`config.mk`:
```
export PLATFORM = sky130hd
export DESIGN_NAME = instruction_prefetch
export DESIGN_NICKNAME = d
export VERILOG_FILES = /design/src/rtl/ifetch_pkg.sv /design/src/rtl/ifetch_fifo.sv /design/src/rtl/instruction_prefetch.sv
export SDC_FILE = /design/constraint.sdc
export NUM_CORES = 1
export LEC_CHECK = 0
export BUFFER_PORTS_ARGS = -buffer_cell sky130_fd_sc_hd__clkbuf_2
export CAP_MARGIN = 20
export CORE_MARGIN = 4
export CORE_UTILIZATION = 30
export DETAILED_ROUTE_END_ITERATION = 12
export GPL_TIMING_DRIVEN = 0
export PLACE_DENSITY_LB_ADDON = 0.3
export SKIP_CTS_REPAIR_TIMING = 1
export SLEW_MARGIN = 40
export SYNTH_ARGS = -nofsm -noshare
export SYNTH_HDL_FRONTEND = slang
export SYNTH_SLANG_ARGS = --single-unit
```
`constraint.sdc`:
```
create_clock -name clock -period 2.54 [get_ports clock]
set_input_delay 0.254 -clock clock [delete_from_list [all_inputs] [get_ports clock]]
set_output_delay 0.254 -clock clock [all_outputs]
set_load 0.01 [all_outputs]
```
`src/rtl/ifetch_pkg.sv`:
```
// Shared types and constants for the instruction prefetch unit.
package ifetch_pkg;

    localparam int unsigned IFETCH_WIDTH = 16;
    localparam int unsigned IFETCH_DEPTH = 4;

    // Encoding of "addnv reg0, reg0", presented when no instruction is available
    localparam logic [IFETCH_WIDTH-1:0] IFETCH_NOP = 16'h4000;

    typedef enum logic [1:0] {
        ST_BOOT = 2'd0,
        ST_RUN  = 2'd1,
        ST_HALT = 2'd2
    } ifetch_state_e;

    typedef struct packed {
        logic [IFETCH_WIDTH-1:0] pc;
        logic [IFETCH_WIDTH-1:0] data;
    } ifetch_entry_t;

endpackage

```
`src/rtl/ifetch_fifo.sv`:
```
// Synchronous prefetch queue of {pc, data} entries; flush wins over push and pop.
module ifetch_fifo
    import ifetch_pkg::*;
#(
    parameter int unsigned DEPTH = IFETCH_DEPTH
) (
    input  logic                   clock,
    input  logic                   nReset,
    input  logic                   i_push,
    input  ifetch_entry_t          i_entry,
    input  logic                   i_pop,
    input  logic                   i_flush,
    output ifetch_entry_t          o_head,
    output logic                   o_full,
    output logic                   o_empty,
    output logic [$clog2(DEPTH):0] o_count
);

    localparam int unsigned PTR_W = $clog2(DEPTH);
    localparam int unsigned CNT_W = PTR_W + 1;

    ifetch_entry_t    r_mem [DEPTH];
    logic [PTR_W-1:0] r_rd_ptr;
    logic [PTR_W-1:0] r_wr_ptr;
    logic [CNT_W-1:0] r_count;
    logic             w_do_push;
    logic             w_do_pop;

    assign w_do_pop  = i_pop && (r_count != '0);
    assign w_do_push = i_push && ((r_count != CNT_W'(DEPTH)) || w_do_pop);

    always_ff @(posedge clock or negedge nReset) begin
        if (!nReset) begin
            r_rd_ptr <= '0;
            r_wr_ptr <= '0;
            r_count  <= '0;
        end else if (i_flush) begin
            r_rd_ptr <= '0;
            r_wr_ptr <= '0;
            r_count  <= '0;
        end else begin
            if (w_do_push) r_wr_ptr <= r_wr_ptr + PTR_W'(1);
            if (w_do_pop)  r_rd_ptr <= r_rd_ptr + PTR_W'(1);
            case ({w_do_push, w_do_pop})
                2'b10:   r_count <= r_count + CNT_W'(1);
                2'b01:   r_count <= r_count - CNT_W'(1);
                default: r_count <= r_count;
            endcase
        end
    end

    always_ff @(posedge clock or negedge nReset) begin
        if (!nReset) begin
            for (int i = 0; i < int'(DEPTH); i++) r_mem[i] <= '0;
        end else if (w_do_push && !i_flush) begin
            r_mem[r_wr_ptr] <= i_entry;
        end
    end

    assign o_head  = r_mem[r_rd_ptr];
    assign o_full  = (r_count == CNT_W'(DEPTH));
    assign o_empty = (r_count == '0);
    assign o_count = r_count;

endmodule

```
`src/rtl/instruction_prefetch.sv`:
```
// Instruction prefetch: streams words from a 1-cycle synchronous ROM into a small queue.
// Optional IFETCH_NOP_FILL_EN presents a NOP word whenever no instruction is available.
module instruction_prefetch
    import ifetch_pkg::*;
#(
    parameter int unsigned      WIDTH    = IFETCH_WIDTH,
    parameter int unsigned      DEPTH    = IFETCH_DEPTH,
    parameter logic [WIDTH-1:0] RESET_PC = '0
) (
    input  logic             clock,
    input  logic             nReset,
    output logic [WIDTH-1:0] ROMAddress,
    output logic             ROMReadEn,
    input  logic [WIDTH-1:0] ROMData,
    input  logic             redirectValid,
    input  logic [WIDTH-1:0] redirectAddr,
    input  logic             haltReq,
    output logic [WIDTH-1:0] instrData,
    output logic [WIDTH-1:0] instrPc,
    output logic             instrValid,
    input  logic             instrReady
);

    localparam int unsigned CNT_W = $clog2(DEPTH) + 1;
    localparam int unsigned OCC_W = CNT_W + 1;

    ifetch_state_e    r_state;
    ifetch_state_e    w_state_nxt;
    logic [WIDTH-1:0] r_fetch_pc;
    logic [WIDTH-1:0] r_resp_pc;
    logic [WIDTH-1:0] r_last_pc;
    logic             r_in_flight;
    logic             w_issue;
    logic             w_push;
    logic             w_pop;
    logic             w_full;
    logic             w_empty;
    logic [CNT_W-1:0] w_count;
    logic [OCC_W-1:0] w_occ;
    ifetch_entry_t    w_push_entry;
    ifetch_entry_t    w_head;

    // Slots already committed: queued entries plus the response still on its way
    assign w_occ = OCC_W'(w_count) + OCC_W'(r_in_flight);

    always_ff @(posedge clock or negedge nReset) begin
        if (!nReset) r_state <= ST_BOOT;
        else         r_state <= w_state_nxt;
    end

    always_comb begin
        w_state_nxt = r_state;
        w_issue     = 1'b0;
        case (r_state)
            ST_BOOT: w_state_nxt = ST_RUN;
            ST_RUN: begin
                if (haltReq) w_state_nxt = ST_HALT;
                else         w_issue = !redirectValid && !w_full && (w_occ < OCC_W'(DEPTH));
            end
            ST_HALT: begin
                if (!haltReq) w_state_nxt = ST_RUN;
            end
            default: w_state_nxt = ST_BOOT;
        endcase
    end

    // Fetch pointer, in-flight tracking and last presented pc
    always_ff @(posedge clock or negedge nReset) begin
        if (!nReset) begin
            r_fetch_pc  <= RESET_PC;
            r_resp_pc   <= '0;
            r_last_pc   <= '0;
            r_in_flight <= 1'b0;
        end else begin
            r_in_flight <= w_issue;
            if (w_issue) r_resp_pc <= r_fetch_pc;
            if (redirectValid) r_fetch_pc <= redirectAddr;
            else if (w_issue)  r_fetch_pc <= r_fetch_pc + WIDTH'(1);
            if (instrValid) r_last_pc <= WIDTH'(w_head.pc);
        end
    end

    assign ROMAddress   = r_fetch_pc;
    assign ROMReadEn    = w_issue;
    assign w_push       = r_in_flight && !redirectValid;
    assign w_push_entry = '{pc: IFETCH_WIDTH'(r_resp_pc), data: IFETCH_WIDTH'(ROMData)};
    assign instrValid   = !w_empty && !redirectValid;
    assign w_pop        = instrValid && instrReady;

    ifetch_fifo #(
        .DEPTH (DEPTH)
    ) u_fifo (
        .clock   (clock),
        .nReset  (nReset),
        .i_push  (w_push),
        .i_entry (w_push_entry),
        .i_pop   (w_pop),
        .i_flush (redirectValid),
        .o_head  (w_head),
        .o_full  (w_full),
        .o_empty (w_empty),
        .o_count (w_count)
    );

`ifdef IFETCH_NOP_FILL_EN
    logic w_fill;
    assign w_fill    = w_empty || redirectValid;
    assign instrData = w_fill ? WIDTH'(IFETCH_NOP) : WIDTH'(w_head.data);
    assign instrPc   = w_fill ? r_last_pc : WIDTH'(w_head.pc);
`else
    assign instrData = w_empty ? '0 : WIDTH'(w_head.data);
    assign instrPc   = w_empty ? r_last_pc : WIDTH'(w_head.pc);
`endif

endmodule
```
==> results of run 1 <==
synthesized netlist by cell type, types with 3 or more instances:
library cell,number,area [sq um]
buf_2,17,85.1
nand2b_1,4,25.0
mux4_2,32,721
o21ai_0,16,80.1
a21oi_1,4,20.0
and2_1,19,119
ha_1,5,62.6
inv_1,6,22.5
dfrtp_1,186,4650
a31oi_1,5,31.3
nand4_1,8,50.1
nor2_1,14,52.6
mux2_2,164,1850
mux2i_1,5,50.1
clkbuf_1,19,71.3
nand3_1,9,45.0
nand2_1,71,267
xor2_1,9,78.8
or3_1,3,18.8
worst min-delay path, delay by kind of cell:
family | cells | cell delay (ps)
buffers and inverters | 1 | 70
AO/OA/AOI/OAI | 1 | 50
AND/OR/NAND/NOR | 1 | 40
per-layer routing:
metal,routed length [um],track usage,vias to the layer above
met1,9630,0.183,2705
met5,0,0,-
met4,158,0.0364,0
met3,501,0.0258,12
li1,-,-,2501
met2,9060,0.202,67
placed cells by master, fill, tap and decap left out, types with 2 or more instances in the layout:
cell	synthesis	routed
a211oi_1	2	2
a21oi_1	4	4
a31oi_1	5	5
and2_1	19	19
and3_1	2	2
buf_16	0	3
buf_2	17	15
buf_4	0	4
bufinv_16	0	2
clkbuf_1	19	5
clkbuf_16	0	17
clkbuf_2	0	95
clkbuf_4	0	3
clkbuf_8	0	3
clkinv_2	0	2
clkinv_4	0	3
clkinvlp_4	0	2
dfrtp_1	186	185
ha_1	5	5
inv_1	6	6
inv_6	0	2
mux2_2	164	164
mux2i_1	5	5
mux4_2	32	32
nand2_1	71	71
nand2b_1	4	4
nand3_1	9	9
nand4_1	8	8
nor2_1	14	13
nor2b_1	2	2
nor4_1	2	2
nor4b_1	2	2
o21ai_0	16	16
o31ai_1	2	2
or3_1	3	2
xnor2_1	2	2
xor2_1	9	9
cell families after synthesis:
logic type,Yosys count
buffers and inverters,44
muxes,201
xor gates and xnor gates,11
and+or+nand+nor,147
DFF,186
AOI/OAI and AO/OA,37
adders and majority gates,6
cell type report:
cell class | count | area (sq um)
fillers | 2790 | 17800
flip-flops and latches | 186 | 4660
multi-input cells | 402 | 3780
repair buffers | 94 | 574
well taps | 378 | 473
clock buffers | 20 | 457
plain buffers | 35 | 189
clock inverters | 12 | 140
inverters | 6 | 22.5
power by group:
group          total [mW]  switching [mW]  internal [mW]  leakage (nW)
logic                2.69            1.22           1.48          2.10
clock network        2.71            1.19           1.52         0.289
registers            4.29           0.558           3.73          2.43
path summary, 6_finish.rpt:
| kind | startpoint | end | slack, ps | depth (start not counted) |
|---|---|---|---|---|
| setup / recovery | u_fifo.o_count[0] | instrValid | 160 | 5 |
| hold / removal | redirectAddr[4] | ROMAddress[4] | 20 | 3 |
| setup reg to reg | u_fifo.o_count[0] | u_fifo.o_count[1] | 270 | 9 |
| hold reg to reg | u_fifo.r_mem[26] | u_fifo.r_mem[26] | 500 | 1 |
| max in group asynchronous | nReset | r_last_pc[8] | 1120 | 5 |
| min in group asynchronous | nReset | u_fifo.r_mem[44] | 220 | 2 |
flip-flops by register name (all words and copies together), names as in the netlist:
signal,count
u_fifo.r_wr_ptr,2
ROMAddress,16
u_fifo.o_count,3
u_fifo.r_rd_ptr,2
u_fifo.r_mem,128
r_state,2
r_in_flight,1
r_last_pc,16
r_resp_pc,16
==> impl_metrics.tcl, run 1 <==
set metrics [dict create \
    hold_viol 0 \
    maxSlewViolCount 0 \
    path_common_cell "clkbuf_2" \
    grt_max_degree 66 \
    power_per_cell_area_mw_per_mm2 942 \
    p_leak_nw 4.82 \
    post_synth_num_cell_types 47 \
    finalCritPeriodShare 0.937 \
    detail-route-antenna-nets 0 \
    postLayoutCoreUtil 0.366 \
    synth_xor_area_frac 0.0112 \
    clockBufferDepth 2 \
    cp-end-kind "primary output" \
    cts_made_buffers 17 \
    preCtsSetupSlack_ps -580 \
    gp_congestion 0.765 \
    die_y_um 177 \
    drt-wirelength-per-cell_um 17.1 \
    syn_nets 675 \
    setup_viol 0 \
    required_ps 2290 \
    path_buf_inv 3 \
    final_nets 785 \
    fp.dieW_um 177 \
    clockRootBuffer "clkbuf_16" \
    grt_pass1_wl_um 31500 \
    wirelength_um 19400 \
    grt_usage 0.129 \
    fin_skew_ps 11.5 \
    cpLargestDelayFamily "buffers and inverters" \
    h-tree-depth 4 \
    fmax_mhz 420 \
    cts.sinks 186 \
    syn_inst 632 \
    final_area_sq_mm 0.0103 \
    place_area_sq_mm 0.00961 \
    final_layout_size_suffix_gt1_frac 0.478 \
    clk_latency_ps 430 \
    synth_top_family_by_area "multiplexers" \
    first_pass_iters 5 \
    vias_per_cell 4.66 \
    start_util 0.307 \
    worstSetupStartpointType "register" \
    synth-compound-area-share 0.0263 \
    core_area_sq_mm 0.0281 \
    num_rows 61 \
    fin_tns_setup_ps 0 \
    synth_adder_area_share 0.00958 \
    async_reset_ff_frac 1.00 \
    place_inst 1099 \
    relSlewSlack 0.625 \
    cpMaxStageDelayCell "nor2_2" \
    area_growth_pct 19.4 \
    crit_arrival_ps 2130 \
    overflow 0 \
    slowest_delay_ps 440 \
    crit_fanout 10 \
    ys_seq_area_frac 0.540 \
    maxCapViolCount 0 \
    drc_errors 0 \
    holdWs_ps 20.1 \
    antenna_found_initial 0 \
    yosys.area_share.simple 0.0861 \
    period_minus_slack_ps 2380 \
    netlist_area_sq_mm 0.00862 \
    finalNonFillerCells 1133 \
    portBuffers 86 \
    dieArea_sq_mm 0.0315 \
    drt_iter0_drc 287 \
    worstHoldPathType "in -> reg" \
    ir_worst_vdd_mv 0.406 \
    pin_count 87 \
    muxShareOfSynthArea 0.304 \
    clkSlewWorstSetupHoldPaths_ps 70 \
    criticalPathCategory "reg -> out" \
    power.total_mw 9.69 \
    grt_setup_unrepaired "false" \
    tightest_slew_ps 562 \
    num_vias 5285 \
    antenna-diode-count 0 \
    grt_pass1_vias 5596 \
    postSynthAreaPerCell_sq_um 13.6 \
    yosys_warnings 0 \
    ys_ff_latch 186 \
    hpwl_um 13600 \
    cts_tree "built" \
    ys.flop_type "dfrtp_1" \
    synth_edf_count 0 \
    worstPathCellList "clkbuf_2 -> nor3_2 -> nor2_2 -> buf_2 -> clkbuf_2" \
    status "completed" \
    fin_ws_ps 159 \
]
Note: power is estimated with default switching activity, not from simulation.
==> run 2, diff against run 1 <==
- CELL_PAD_IN_SITES_DETAIL_PLACEMENT: default -> 1
- CELL_PAD_IN_SITES_GLOBAL_PLACEMENT: default -> 1
==> run 2 against run 1 <==
Effect of this change: sequential share of layout area barely moved; sequential cell count did not move; final cell count did not move; count of clock-buffer cells in the layout fell by 1; global-route usage rose by 0.86 points; first-iteration DRC count fell by 29%; final area barely moved; highest routed layer unchanged.
==> impl_metrics.tcl, run 2 (synthesized netlist as in run 1, its figures left out) <==
set metrics [dict create \
    fin_tns_setup_ps 0 \
    worstSetupStartpointType "register" \
    max_flop_register "u_fifo.r_mem" \
    wl_met3_um 441 \
    postLayoutCoreUtil 0.366 \
    power_per_cell_area_mw_per_mm2 941 \
    final_area_sq_mm 0.0103 \
    largest_reg_flops 128 \
    fin_ws_ps 137 \
    portBuffers 86 \
    area_growth_pct 19.3 \
    tightest_slew_ps 538 \
    swShare 0.313 \
    pin_count 87 \
    wirelength_um 20400 \
    combPwrFrac 0.282 \
    overflow 0 \
    clockRootBuffer "clkbuf_16" \
    p_leak_nw 4.82 \
    cts_made_buffers 17 \
    final_cell_mix "dfrtp_1 (185), mux2_2 (164), clkbuf_2 (93)" \
    hold_viol 0 \
    place_inst 1099 \
    fillCellCount 3054 \
    status "completed" \
    required_ps 2290 \
    vias_per_cell 4.78 \
    hpwl_um 14300 \
    relSlewSlack 0.642 \
    intPower_mw 6.65 \
    met1Wirelength_um 9880 \
    place_area_sq_mm 0.00961 \
    grt_setup_unrepaired "false" \
    crit_arrival_ps 2150 \
    fin_skew_ps 11.8 \
    core_area_sq_mm 0.0281 \
    start_util 0.307 \
    num_vias 5412 \
    maxCapViolCount 0 \
    seq_power_share 0.446 \
    p_sw_mw 3.03 \
    cts.sinks 186 \
    preCtsSetupSlack_ps -697 \
    cts_tree "built" \
    final_layout_size_suffix_gt1_frac 0.478 \
    clkPwrFrac 0.273 \
    clkSlewWorstSetupHoldPaths_ps 80 \
    top_layer_used "met4" \
    antenna-diode-count 0 \
    timing.rr.end "u_fifo.o_count[1]" \
    drc_errors 0 \
    setup_viol 0 \
    clockBufferDepth 2 \
    drt-wirelength-per-cell_um 18.0 \
    grt_pass1_vias 5956 \
    die_y_um 177 \
    antenna_found_initial 0 \
    num_rows 61 \
    worstHoldStart "redirectAddr[2]" \
    final_nets 786 \
    ir_worst_vdd_mv 0.458 \
    grt_max_degree 65 \
    drt_iter0_drc 205 \
    cp-end-kind "primary output" \
    h-tree-depth 4 \
    rrSetupSlack_ps 230 \
    maxSlewViolCount 0 \
    crit_fanout 10 \
    period_minus_slack_ps 2400 \
    r2r-start "u_fifo.o_count[0]" \
    holdPathEnd "ROMAddress[2]" \
    wl_met2_um 9840 \
    final_common_cell "dfrtp_1" \
    fp.dieW_um 177 \
    worst_r2r_path_depth 9 \
    finalCritPeriodShare 0.946 \
    first_pass_iters 4 \
    detail-route-antenna-nets 0 \
    finalNonFillerCells 1133 \
    worstHoldPathType "in -> reg" \
    clk_latency_ps 430 \
    criticalPathCategory "reg -> out" \
    grt_pass1_wl_um 33900 \
    hold_depth 3 \
    holdWs_ps 29.5 \
    grt_usage 0.138 \
    fmax_mhz 416 \
    dieArea_sq_mm 0.0315 \
    gp_congestion 0.723 \
    power.total_mw 9.68 \
]
==> run 2: changes by cell type in the layout (fill, tap and decap cells not counted), moves of 2 or more <==
cell	delta
buf_4	+2
inv_6	+5
clkinv_2	-2
clkbuf_2	-2
==> run 2: worst max-delay path, cell delays in order, from the launching register on <==
cell	delay, ps
dfrtp_1	330
clkbuf_1	290
clkbuf_2	410
mux4_2	390
and2_1	180
clkbuf_2	120
==> run 2: worst max-delay path by stage <==
stage | startpoint | to | slack (ps) | depth (start not counted)
2_1_floorplan | redirectValid | u_fifo.o_count[1] | 280 | 9
3_5_place_dp | redirectValid | u_fifo.o_count[1] | -700 | 10
4_1_cts | u_fifo.o_count[0] | instrPc[12] | -560 | 7
3_3_place_gp | nReset | r_last_pc[8] | -2640 | 1
6_report | u_fifo.r_rd_ptr[1] | instrData[6] | 140 | 5
5_1_grt | u_fifo.r_rd_ptr[1] | instrPc[5] | 4 | 6
==> run 2: routing by layer <==
layer / up-vias / GRT usage
met2: 66 / 0.223
li1: 2519 / -
met1: 2811 / 0.193
met3: 16 / 0.0228
met4: 0 / 0.0367
met5: - / 0
==> run 2: cell type report <==
cell class,count,area [sq um],share of cell area
Tap cell,378,473,0.0460
Buffer,35,194,0.0189
Sequential cell,186,4660,0.453
Clock buffer,19,453,0.0440
Inverter,6,22.5,0.00219
Timing Repair Buffer,95,569,0.0554
Clock inverter,12,128,0.0124
Multi-Input combinational cell,402,3790,0.368
==> run 2: power groups by stage <==
stage | sequential, mW | clock [mW] | combinational (mW)
5_1_grt | 4.44 | 2.86 | 3.03
4_1_cts | 4.30 | 2.73 | 2.76
6_report | 4.31 | 2.64 | 2.73
3_3_place_gp | 4.32 | 0 | 2.68
3_5_place_dp | 4.35 | 0 | 2.74
2_1_floorplan | 4.13 | 0 | 1.90
==> run 3, diff against run 2 <==
- ABC_AREA: default -> 1
- clock period: 2.54 -> 2.6 ns (I/O delays scaled with it)
==> run 3 against run 2 <==
Effect of this change: first-iteration DRC count rose by 110%; synthesized area rose by 4.4%; clock skew about the same; power rose by 13%; final area increased by 3.4%; register-to-register slack improved by 370 ps; die area increased by 4.2%; core utilization down 0.73 points; global-route usage is 3.0 points higher; final cell count grew 36%; hold slack is essentially flat; critical endpoint is now instrPc[0].
==> impl_metrics.tcl, run 3 <==
set metrics [dict create \
    status "completed" \
    ys.flop_type "dfrtp_1" \
    start_util 0.303 \
    fin_skew_ps 11.5 \
    grt_pass1_vias 7952 \
    core_area_sq_mm 0.0296 \
    largest_reg_flops 128 \
    async_reset_ff_frac 1.00 \
    criticalPathCategory "reg -> out" \
    worstHoldPathType "in -> reg" \
    cpLargestDelayFamily "buffers and inverters" \
    holdPathEnd "ROMAddress[14]" \
    drt_iter0_drc 433 \
    postLayoutCoreUtil 0.359 \
    h-tree-depth 4 \
    worstHoldStart "redirectAddr[14]" \
    maxCapViolCount 0 \
    slowest_delay_ps 390 \
    cp-end-kind "primary output" \
    ys_seq_area_frac 0.518 \
    max_flop_register "u_fifo.r_mem" \
    preCtsSetupSlack_ps 264 \
    grt_setup_unrepaired "false" \
    grt_usage 0.168 \
    netlist.area_leader.share 0.518 \
    crit_arrival_ps 2220 \
    worst_r2r_path_depth 11 \
    synth_edf_count 0 \
    r2r-start "u_fifo.o_count[0]" \
    tightest_slew_ps 665 \
    rrSetupSlack_ps 600 \
    holdWs_ps 29.6 \
    fin_ws_ps 122 \
    yosys_warnings 0 \
    hpwl_um 19400 \
    die_y_um 181 \
    detail-route-antenna-nets 0 \
    p_leak_nw 4.98 \
    fp.dieW_um 181 \
    setup_viol 0 \
    num_rows 63 \
    syn_nets 1079 \
    grt_max_degree 55 \
    fillCellCount 3619 \
    synth_top_area_cell "dfrtp_1" \
    fin_tns_setup_ps 0 \
    netlist_area_sq_mm 0.00899 \
    post_synth_num_cell_types 27 \
    cts.sinks 186 \
    area_growth_pct 18.3 \
    ys_ff_latch 186 \
    clockRootBuffer "clkbuf_16" \
    first_pass_iters 4 \
    dieArea_sq_mm 0.0328 \
    gp_congestion 0.769 \
    worstPathCellList "inv_1 -> buf_2 -> clkbuf_4 -> nor2_1 -> o22a_1 -> o21ai_1 -> clkbuf_2" \
    crit_fanout 10 \
    required_ps 2340 \
    overflow 0 \
    clockBufferDepth 2 \
    yosysMostFrequentCell "nand2_1" \
    worstSetupStartpointType "register" \
    clkSlewWorstSetupHoldPaths_ps 70 \
    final_common_cell "nand2_1" \
    synth_top_cells_by_count "nand2_1 (258), dfrtp_1 (186), nor2_1 (112)" \
    final_layout_size_suffix_gt1_frac 0.214 \
    syn_inst 1036 \
    relSlewSlack 0.556 \
    clk_latency_ps 440 \
    path_buf_inv 4 \
    hold_depth 3 \
    period_minus_slack_ps 2480 \
    final_area_sq_mm 0.0106 \
    postSynthAreaPerCell_sq_um 8.68 \
    grt_pass1_wl_um 44200 \
    place_area_sq_mm 0.0100 \
    portBuffers 86 \
    hold_viol 0 \
    vias_per_cell 4.84 \
    wirelength_um 27000 \
    cts_made_buffers 17 \
    pin_count 87 \
    num_vias 7483 \
    antenna_found_initial 0 \
    drc_errors 0 \
    synthTopCellsByArea "dfrtp_1 (52%), nand2_1 (11%), o21ai_2 (6.8%)" \
    power_per_cell_area_mw_per_mm2 1030 \
    final_cell_mix "nand2_1 (258), dfrtp_1 (185), nor2_1 (112)" \
    cpMaxStageDelayCell "dfrtp_1" \
    timing.rr.end "u_fifo.o_count[2]" \
    antenna-diode-count 0 \
    ir_worst_vdd_mv 0.426 \
    fmax_mhz 404 \
    finalCritPeriodShare 0.953 \
    final_nets 1187 \
    drt-wirelength-per-cell_um 17.4 \
    maxSlewViolCount 0 \
    cts_tree "built" \
]
-- run 3: metal layers --
metal	share of wire	wire [um]	vias to the layer above	track usage
li1	-	-	3632	-
met1	0.47	12800	3726	0.227
met2	0.48	13100	104	0.279
met3	0.025	685	21	0.0290
met4	0.016	434	0	0.0483
met5	0	0	-	0
-- run 3: layout make-up --
cell class,instances,area [sq um],share of cell area
timing repair buffer,90,524,0.0493
clock buffer,20,457,0.0429
tap,390,488,0.0459
sequential,186,4660,0.438
inverter,67,251,0.0236
buffer,59,439,0.0413
multi-input combinational,723,3670,0.345
clock inverter,11,146,0.0138
-- run 3: per-stage QoR --
stage                     instances  total power [mW]
after floorplan                1036              6.62
after global placement         1512              8.16
after detailed placement       1515              8.31
after CTS                      1546              11.1
after global routing           1546              11.8
final                          1546              10.9
-- run 3: logic make-up after synthesis --
group	count (synthesis)	share of synthesized area
buf+inv	127	0.0740
compound gates	291	0.200
simple gates	422	0.195
fa+ha+maj	6	0.00918
flops	186	0.518
xor+xnor	4	0.00390
-- run 3: worst reg2reg max path: cells and delay by family (launching register included) --
family	cells	cell delay, ps
simple gates	8	750
flops	1	460
fa+ha+maj	1	390
xor+xnor	1	200
buf+inv	1	90
-- run 3: worst max path at each step --
stage                        from           endpoint  slack (ps)  cells after the start
2_1_floorplan   u_fifo.o_count[0]  u_fifo.o_count[2]         770                     11
3_3_place_gp               nReset      ROMAddress[6]       -2570                      1
3_5_place_dp   u_fifo.r_rd_ptr[1]        instrPc[13]         260                      7
4_1_cts        u_fifo.r_rd_ptr[1]        instrPc[13]        -210                      7
5_1_grt        u_fifo.r_rd_ptr[0]      instrData[13]           2                      6
6_report       u_fifo.r_rd_ptr[0]         instrPc[0]         120                      7
-- run 3: report_power, final --
| group | switching [mW] | internal (mW) |
|---|---|---|
| sequential | 0.468 | 3.58 |
| combinational | 2.74 | 1.42 |
| clock | 1.17 | 1.56 |
